### config.mk
export PLATFORM = sky130hd
export DESIGN_NAME = ccr_unit
export DESIGN_NICKNAME = d
export VERILOG_FILES = /design/src/rtl/ccr_unit.sv
export SDC_FILE = /design/constraint.sdc
export NUM_CORES = 1
export LEC_CHECK = 0
export ABC_AREA = 1
export BUFFER_PORTS_ARGS = -buffer_cell sky130_fd_sc_hd__buf_4
export CORE_AREA = 2 2 39 41
export DETAILED_ROUTE_END_ITERATION = 8
export DIE_AREA = 0 0 41 43
export GPL_ROUTABILITY_DRIVEN = 0
export HOLD_SLACK_MARGIN = 0.05
export SYNTH_ARGS = -nofsm -noshare
export SYNTH_HDL_FRONTEND = slang
export SYNTH_SLANG_ARGS = --single-unit
### constraint.sdc
create_clock -name clk -period 1 [get_ports clk]
set_input_delay 0.1 -clock clk [delete_from_list [all_inputs] [get_ports clk]]
set_output_delay 0.1 -clock clk [all_outputs]
set_load 0.02 [all_outputs]
### src/rtl/ccr_unit.sv
// Condition-code register for the Execute stage: holds {C, N, Z}, feeds them
// back to the ALU, resolves conditional jumps against the held flags, and keeps
// a one-entry shadow copy for interrupt entry / RTI.
module ccr_unit #(
  parameter int FLAG_W = 3
) (
  input  logic              clk,
  input  logic              rst,
  input  logic              stall,
  input  logic              flags_we,
  input  logic [FLAG_W-1:0] flags_in,
  input  logic              jmp_valid,
  input  logic [1:0]        jmp_type,
  input  logic              int_save,
  input  logic              rti_restore,
  output logic [FLAG_W-1:0] flags_old,
  output logic              take_branch,
  output logic              save_valid,
  output logic              save_ovf
);

  // Bit positions inside the flag vector
  localparam int BIT_Z = 0;
  localparam int BIT_N = 1;
  localparam int BIT_C = 2;

  typedef enum logic [1:0] {
    JMP_NONE = 2'b00,
    JMP_Z    = 2'b01,
    JMP_N    = 2'b10,
    JMP_C    = 2'b11
  } jmp_kind_t;

  logic [FLAG_W-1:0] flags_q;
  logic [FLAG_W-1:0] shadow_q;
  logic [FLAG_W-1:0] flags_nx;
  logic [FLAG_W-1:0] clear_mask;
  logic              do_restore;

  assign flags_old = flags_q;

  // Decide the jump from registered flags only, and pick which bit a taken jump clears
  always_comb begin
    take_branch = 1'b0;
    clear_mask  = '0;
    unique case (jmp_kind_t'(jmp_type))
      JMP_Z: begin
        take_branch       = jmp_valid & flags_q[BIT_Z];
        clear_mask[BIT_Z] = 1'b1;
      end
      JMP_N: begin
        take_branch       = jmp_valid & flags_q[BIT_N];
        clear_mask[BIT_N] = 1'b1;
      end
      JMP_C: begin
        take_branch       = jmp_valid & flags_q[BIT_C];
        clear_mask[BIT_C] = 1'b1;
      end
      default: begin
        take_branch = 1'b0;
        clear_mask  = '0;
      end
    endcase
  end

  // Next flag value: an ALU write wins over a same-cycle jump clear
  always_comb begin
    flags_nx = flags_q;
    if (flags_we) begin
      flags_nx = flags_in;
    end else if (take_branch) begin
      flags_nx = flags_q & ~clear_mask;
    end
  end

  // A restore only counts when the shadow actually holds a saved copy
  assign do_restore = rti_restore & save_valid;

  // Flag, shadow and save-status registers; stall freezes everything
  always_ff @(posedge clk or posedge rst) begin
    if (rst) begin
      flags_q    <= '0;
      shadow_q   <= '0;
      save_valid <= 1'b0;
      save_ovf   <= 1'b0;
    end else if (!stall) begin
      if (do_restore) begin
        flags_q    <= shadow_q;
        save_valid <= 1'b0;
      end else begin
        flags_q <= flags_nx;
        if (int_save) begin
          shadow_q   <= flags_nx;
          save_valid <= 1'b1;
          if (save_valid) begin
            save_ovf <= 1'b1;
          end
        end
      end
    end
  end

endmodule
; After elaboration in Yosys (flattened, before gate mapping)
; Index checks and enable logic that the tools add are counted.
[totals]
elab_cells = 28
ff_bits = 8
inputBits = 12
[classes]
n_bitwise = 8
reduce_logical = 4
n_mux = 9
eq_ne = 3
[ops]
columns = cell, count
row1 = $mux 3, 3
row2 = $mux 1, 5
row3 = $and 1x1->1, 4
row4 = $eq 2x2->1 const B, 2
row5 = $reduce_and 4->1, 1
row6 = $and 3x3->3, 1
row7 = $not 3->3, 1
row8 = $pmux 1 s3, 1
row9 = $reduce_and 3->1, 1
row10 = $eq 2x1->1 const B, 1
row11 = $not 1->1, 2
row12 = $reduce_and 2->1, 1
row13 = $reduce_bool 2->1, 1

; Longest topological paths before layout
[logic_depth]
depth_word = 7
mapped_depth = 6
depth_no_buf = 6

; Worst setup path before layout
; OpenSTA, ideal clock, no wires.
[synth_timing]
path_type = reg-to-output
from = reg flags_q[0] (netlist: flags_old[0])
to = out take_branch
n_path_buf = 0
setup_slack_ns = -0.228
path_stages_with_launch = 7
required_ns = 0.900
arrival_ns = 1.128
path_cell_list = dfrtp_1 > inv_1 > o21ai_0 > inv_1 > nand2_1 > nand2_1 > a21oi_1
[synth_via]
elab_chain_len = 2
[synth_rtl]
columns = element, line
row1 = from (decl), 34  ; logic [FLAG_W-1:0] flags_q;
row2 = from (signal assigned), 88  ; flags_q <= shadow_q;
row3 = from (signal assigned), 91  ; flags_q <= flags_nx;
row4 = $and 1x1->1, 48  ; take_branch = jmp_valid & flags_q[BIT_Z];
row5 = $pmux 1 s3, 46  ; unique case (jmp_kind_t'(jmp_type))
row6 = to (decl), 17  ; output logic take_branch,
; No other way between the ends.

; Worst setup path in the final report
; Ends and elaborated chain as after synthesis.

==> results by stage <==
Synthesis:
- After synthesis, the netlist uses 12 different library cells.
- Yosys printed 0 warnings.
- The mean instance size in the synthesized netlist is 7.164 µm².
- By area, the combinational part of the netlist is dominated by simple AND/OR/NAND/NOR gates.
- The mux share of post-synthesis cell area is 0.
- Of the total synthesized cell area, the portion taken by XOR and XNOR cells is 0.
- After synthesis the netlist holds a flip-flop and latch count of 8.
- The post-synthesis net count is 74.
- The fraction of the mapped netlist area in compound gates came to 0.1465.
- In this run the cell area of the synthesized design comes to 444.2 µm².
- The area fraction in and, or, nand and nor cells after synthesis is 0.3099.
- The arithmetic-cell share of the synthesized area counting full adders, half adders and majority gates is 0.
- Synthesis produced 62 cells.
- Of the synthesized area, sequential elements account for 0.4507.

Clock network:
- TritonCTS created 3 clock buffers.
- The number of H-tree branching levels is 1.
- The clock root buffer is sky130_fd_sc_hd__clkbuf_4.
- After clock tree synthesis, the clock-pin slew on the worst setup and hold paths is 0.07 ns.
- The clock tree from TritonCTS is yes.
- The clock passes through at most 2 buffers.
- The worst-skew pair later-pin latency is 0.26 ns.
- CTS saw 8 sinks.

Floorplan:
- The effective utilization at floorplan is 0.3210.
- The die boundary height is 43 µm.
- Pin placement for this block handled 18 I/O pins.
- The core region is 1384 µm².
- The die covers 1763 µm².
- The site row count is 14.
- The die outline width is 41 µm.

Setup path:
- The signal on the critical path passes through inv_1 > o21ai_1 > inv_1 > nand2_1 > nand2_2 > a21oi_4 > buf_6.
- Counting both buffers and inverters, the worst setup path holds a total of 3.
- The worst path arrival time is 1.20 ns.
- The nature of the critical path startpoint is a register.
- For the worst setup path, the data required time is 0.90 ns.
- Grouping stages by cell kind, the critical path spends the most delay in flip-flops.
- The library cell contributing the largest single delay on the critical path is sky130_fd_sc_hd__dfrtp_2.
- The worst setup path is of the register to output port kind.
- In this design, the stage delay of the slowest critical-path cell is 0.35 ns.
- The most numerous cell on the critical path is sky130_fd_sc_hd__inv_1.
- Along the worst path, the maximum fanout reaches 2.
- The endpoint type of the worst setup path is an output port.

Route:
- The detailed-router iteration count before antenna repair is 4.
- The detailed-route DRC error count is 0.
- Dividing the detail-routed via count by the number of cells gives 4.736.
- The count of antenna-violating nets left after detailed routing is 0.
- The detailed-route wire length per cell is 10.29 µm.
- For this block, the via count after detailed routing is 521.
- The wire length reported by the detailed router is 1.132 mm.
- The count of routing violations after the opening detailed-route iteration is 7.

GRT:
- For this run, the total global-route usage over all layers was measured as 0.1469.
- The via count of the first global-routing pass is 418.
- For this run the aggregate overflow at the end of global routing stands at 0.
- The maximum number of pins on one net before global-route repair is 9.
- The first global-routing pass estimated 1.718 mm of wire.
- The initial antenna violation count is 0.

Timing:
- In this run the tightest slew margin relative to its limit is 0.7781.
- Setup repair after global routing could not meet its margin everywhere.
- In the post-route analysis, the smallest setup slack over all paths is -0.2997 ns.
- For the finished layout, the period the worst path requires is 1.300 ns.
- Derived from the worst setup path, the maximum achievable clock frequency is 769.4 MHz.
- Setup violations remaining at the end of the flow were counted as 5.
- The measured slew at the worst slew-check pin is 0.3325 ns.
- The number of pins exceeding their max-slew limit in the final report is 0.
- The setup clock skew after layout is 0.01174 ns.
- The share of the cycle needed by the critical path after routing is 1.300.
- The number of hold-slack violations in the final timing report came to 0.

Power and ir drop:
- Dividing total power by cell area gives a power density of 1424 nW/µm².
- The leakage power of the design is 0.4115 nW.
- The worst ir drop on vdd is 0.7006 mV.

Placement:
- The number of cells after detailed placement is 101.
- The placement-stage cell area is 651.9 µm².
- The count of buffers added on input and output ports is 17.
- The wire-length estimate of the detail-placed layout is 827 µm.

Status:
- The flow ran to the end, but the final reports show violations.
- The final reports fail on negative setup slack.

Finish:
- The number of inserted diodes is 0.
- The post-layout instance area is 799.5 µm².
- From synthesis to final layout, the design area changed by 80.00%.
- The number of nets in the final layout is 107.
- The count of cells in the finished layout, fillers not included, comes to 110.
- Fill cells in the final layout number 137.
- Of the cells placed in the final design, the portion with a size suffix greater than 1 is 0.4681.

Flow run:
- Across the run, the number of max-cap violations was 0.

Min path:
- The classification of the worst-slack hold path is primary input to register.
## registers in the layout, indices dropped and copies added (netlist names)
| signal | count |
|---|---|
| flags_old | 3 |
| shadow_q | 3 |
| save_ovf | 1 |
| save_valid | 1 |
## worst reg2reg max path: stages, from the launching register on
cell                       delay [ns]
sky130_fd_sc_hd__dfrtp_2         0.42
sky130_fd_sc_hd__buf_6           0.12
sky130_fd_sc_hd__buf_6           0.11
sky130_fd_sc_hd__nand3_4         0.07
sky130_fd_sc_hd__nand3_2         0.06
sky130_fd_sc_hd__o211ai_1        0.07
sky130_fd_sc_hd__nand2_1         0.07
## cells by family (layout without fill, tap and decap cells)
kind of cell	Yosys count	in the layout
buffers and inverters	11	43
and+or+nand+nor	32	32
AOI/OAI and AO/OA	11	11
DFF	8	8
## cell usage in the layout, fill, tap and decap left out, drive strengths merged
cell type	Yosys	layout
a21oi	2	2
nand2	18	18
clkbuf	0	4
nand3	8	8
a21o	1	1
o211ai	1	1
o21ai	3	3
dfrtp	8	8
inv	11	11
a31oi	4	4
buf	0	27
nor2	6	6
dlygate4sd3	0	1
## report_power, final
group          switching (mW)  internal, mW
registers              0.0377         0.379
clock network           0.131         0.154
logic                   0.206         0.232
## final cells by class
class / count / area, µm² / area share
multi-input combinational: 43 / 260.3 / 0.3255
timing repair buffer: 28 / 242.7 / 0.3036
sequential: 8 / 203.9 / 0.2551
inverter: 11 / 46.29 / 0.05790
clock buffer: 4 / 26.28 / 0.03286
tap: 16 / 20.02 / 0.02504
## per-stage QoR
stage | hold WS [ns] | utilization | worst slack (ns) | TNS [ns] | power (mW)
after floorplan | -0.08454 | - | -0.01004 | -0.01004 | 0.5858
after global placement | 0.08154 | 0.4711 | 0.01493 | 0 | 0.7426
after detailed placement | 0.08411 | 0.4711 | -0.01323 | -0.01323 | 0.7494
after CTS | 0.07763 | 0.5208 | -0.2870 | -0.3488 | 1.069
after global routing | 0.09086 | 0.5778 | -0.3616 | -0.6542 | 1.219
final | 0.07875 | 0.5778 | -0.2997 | -0.3830 | 1.139
## cells in the mapped netlist (all sizes together)
library cell	count	area, µm²
nand2	18	75.07
inv	11	41.29
dfrtp	8	200.2
nand3	8	40.04
nor2	6	22.52
a31oi	4	25.02
o21ai	3	15.01
a21oi	2	10.01
a21o	1	7.510
o211ai	1	7.510
## layer usage
metal,share of wire,track usage,up-vias
met5,0,0,-
met4,0,0.08000,0
met3,0.046,0.03141,0
met2,0.48,0.1938,16
met1,0.47,0.2152,241
li1,-,-,264
## final timing paths
kind                         startpoint      endpoint  slack, ns  cells after the start
setup reg to reg           flags_old[2]  flags_old[2]      -0.02                      6
hold / removal                    stall  flags_old[2]       0.08                      3
max in group asynchronous           rst    save_valid       0.37                      3
hold reg to reg                save_ovf      save_ovf       0.47                      1
setup / recovery           flags_old[0]   take_branch      -0.30                      7
min in group asynchronous           rst      save_ovf       0.35                      3
## timing repair
item / CTS / global route
buffers inserted: 1 / 3
setup endpoints to repair: 4 / 9
hold buffers: 1 / 0
resized for setup: 7 / 14
pin swaps: 1 / 4
endpoints found under the hold margin: 8 / 0
(Power assumes the default switching activity.)
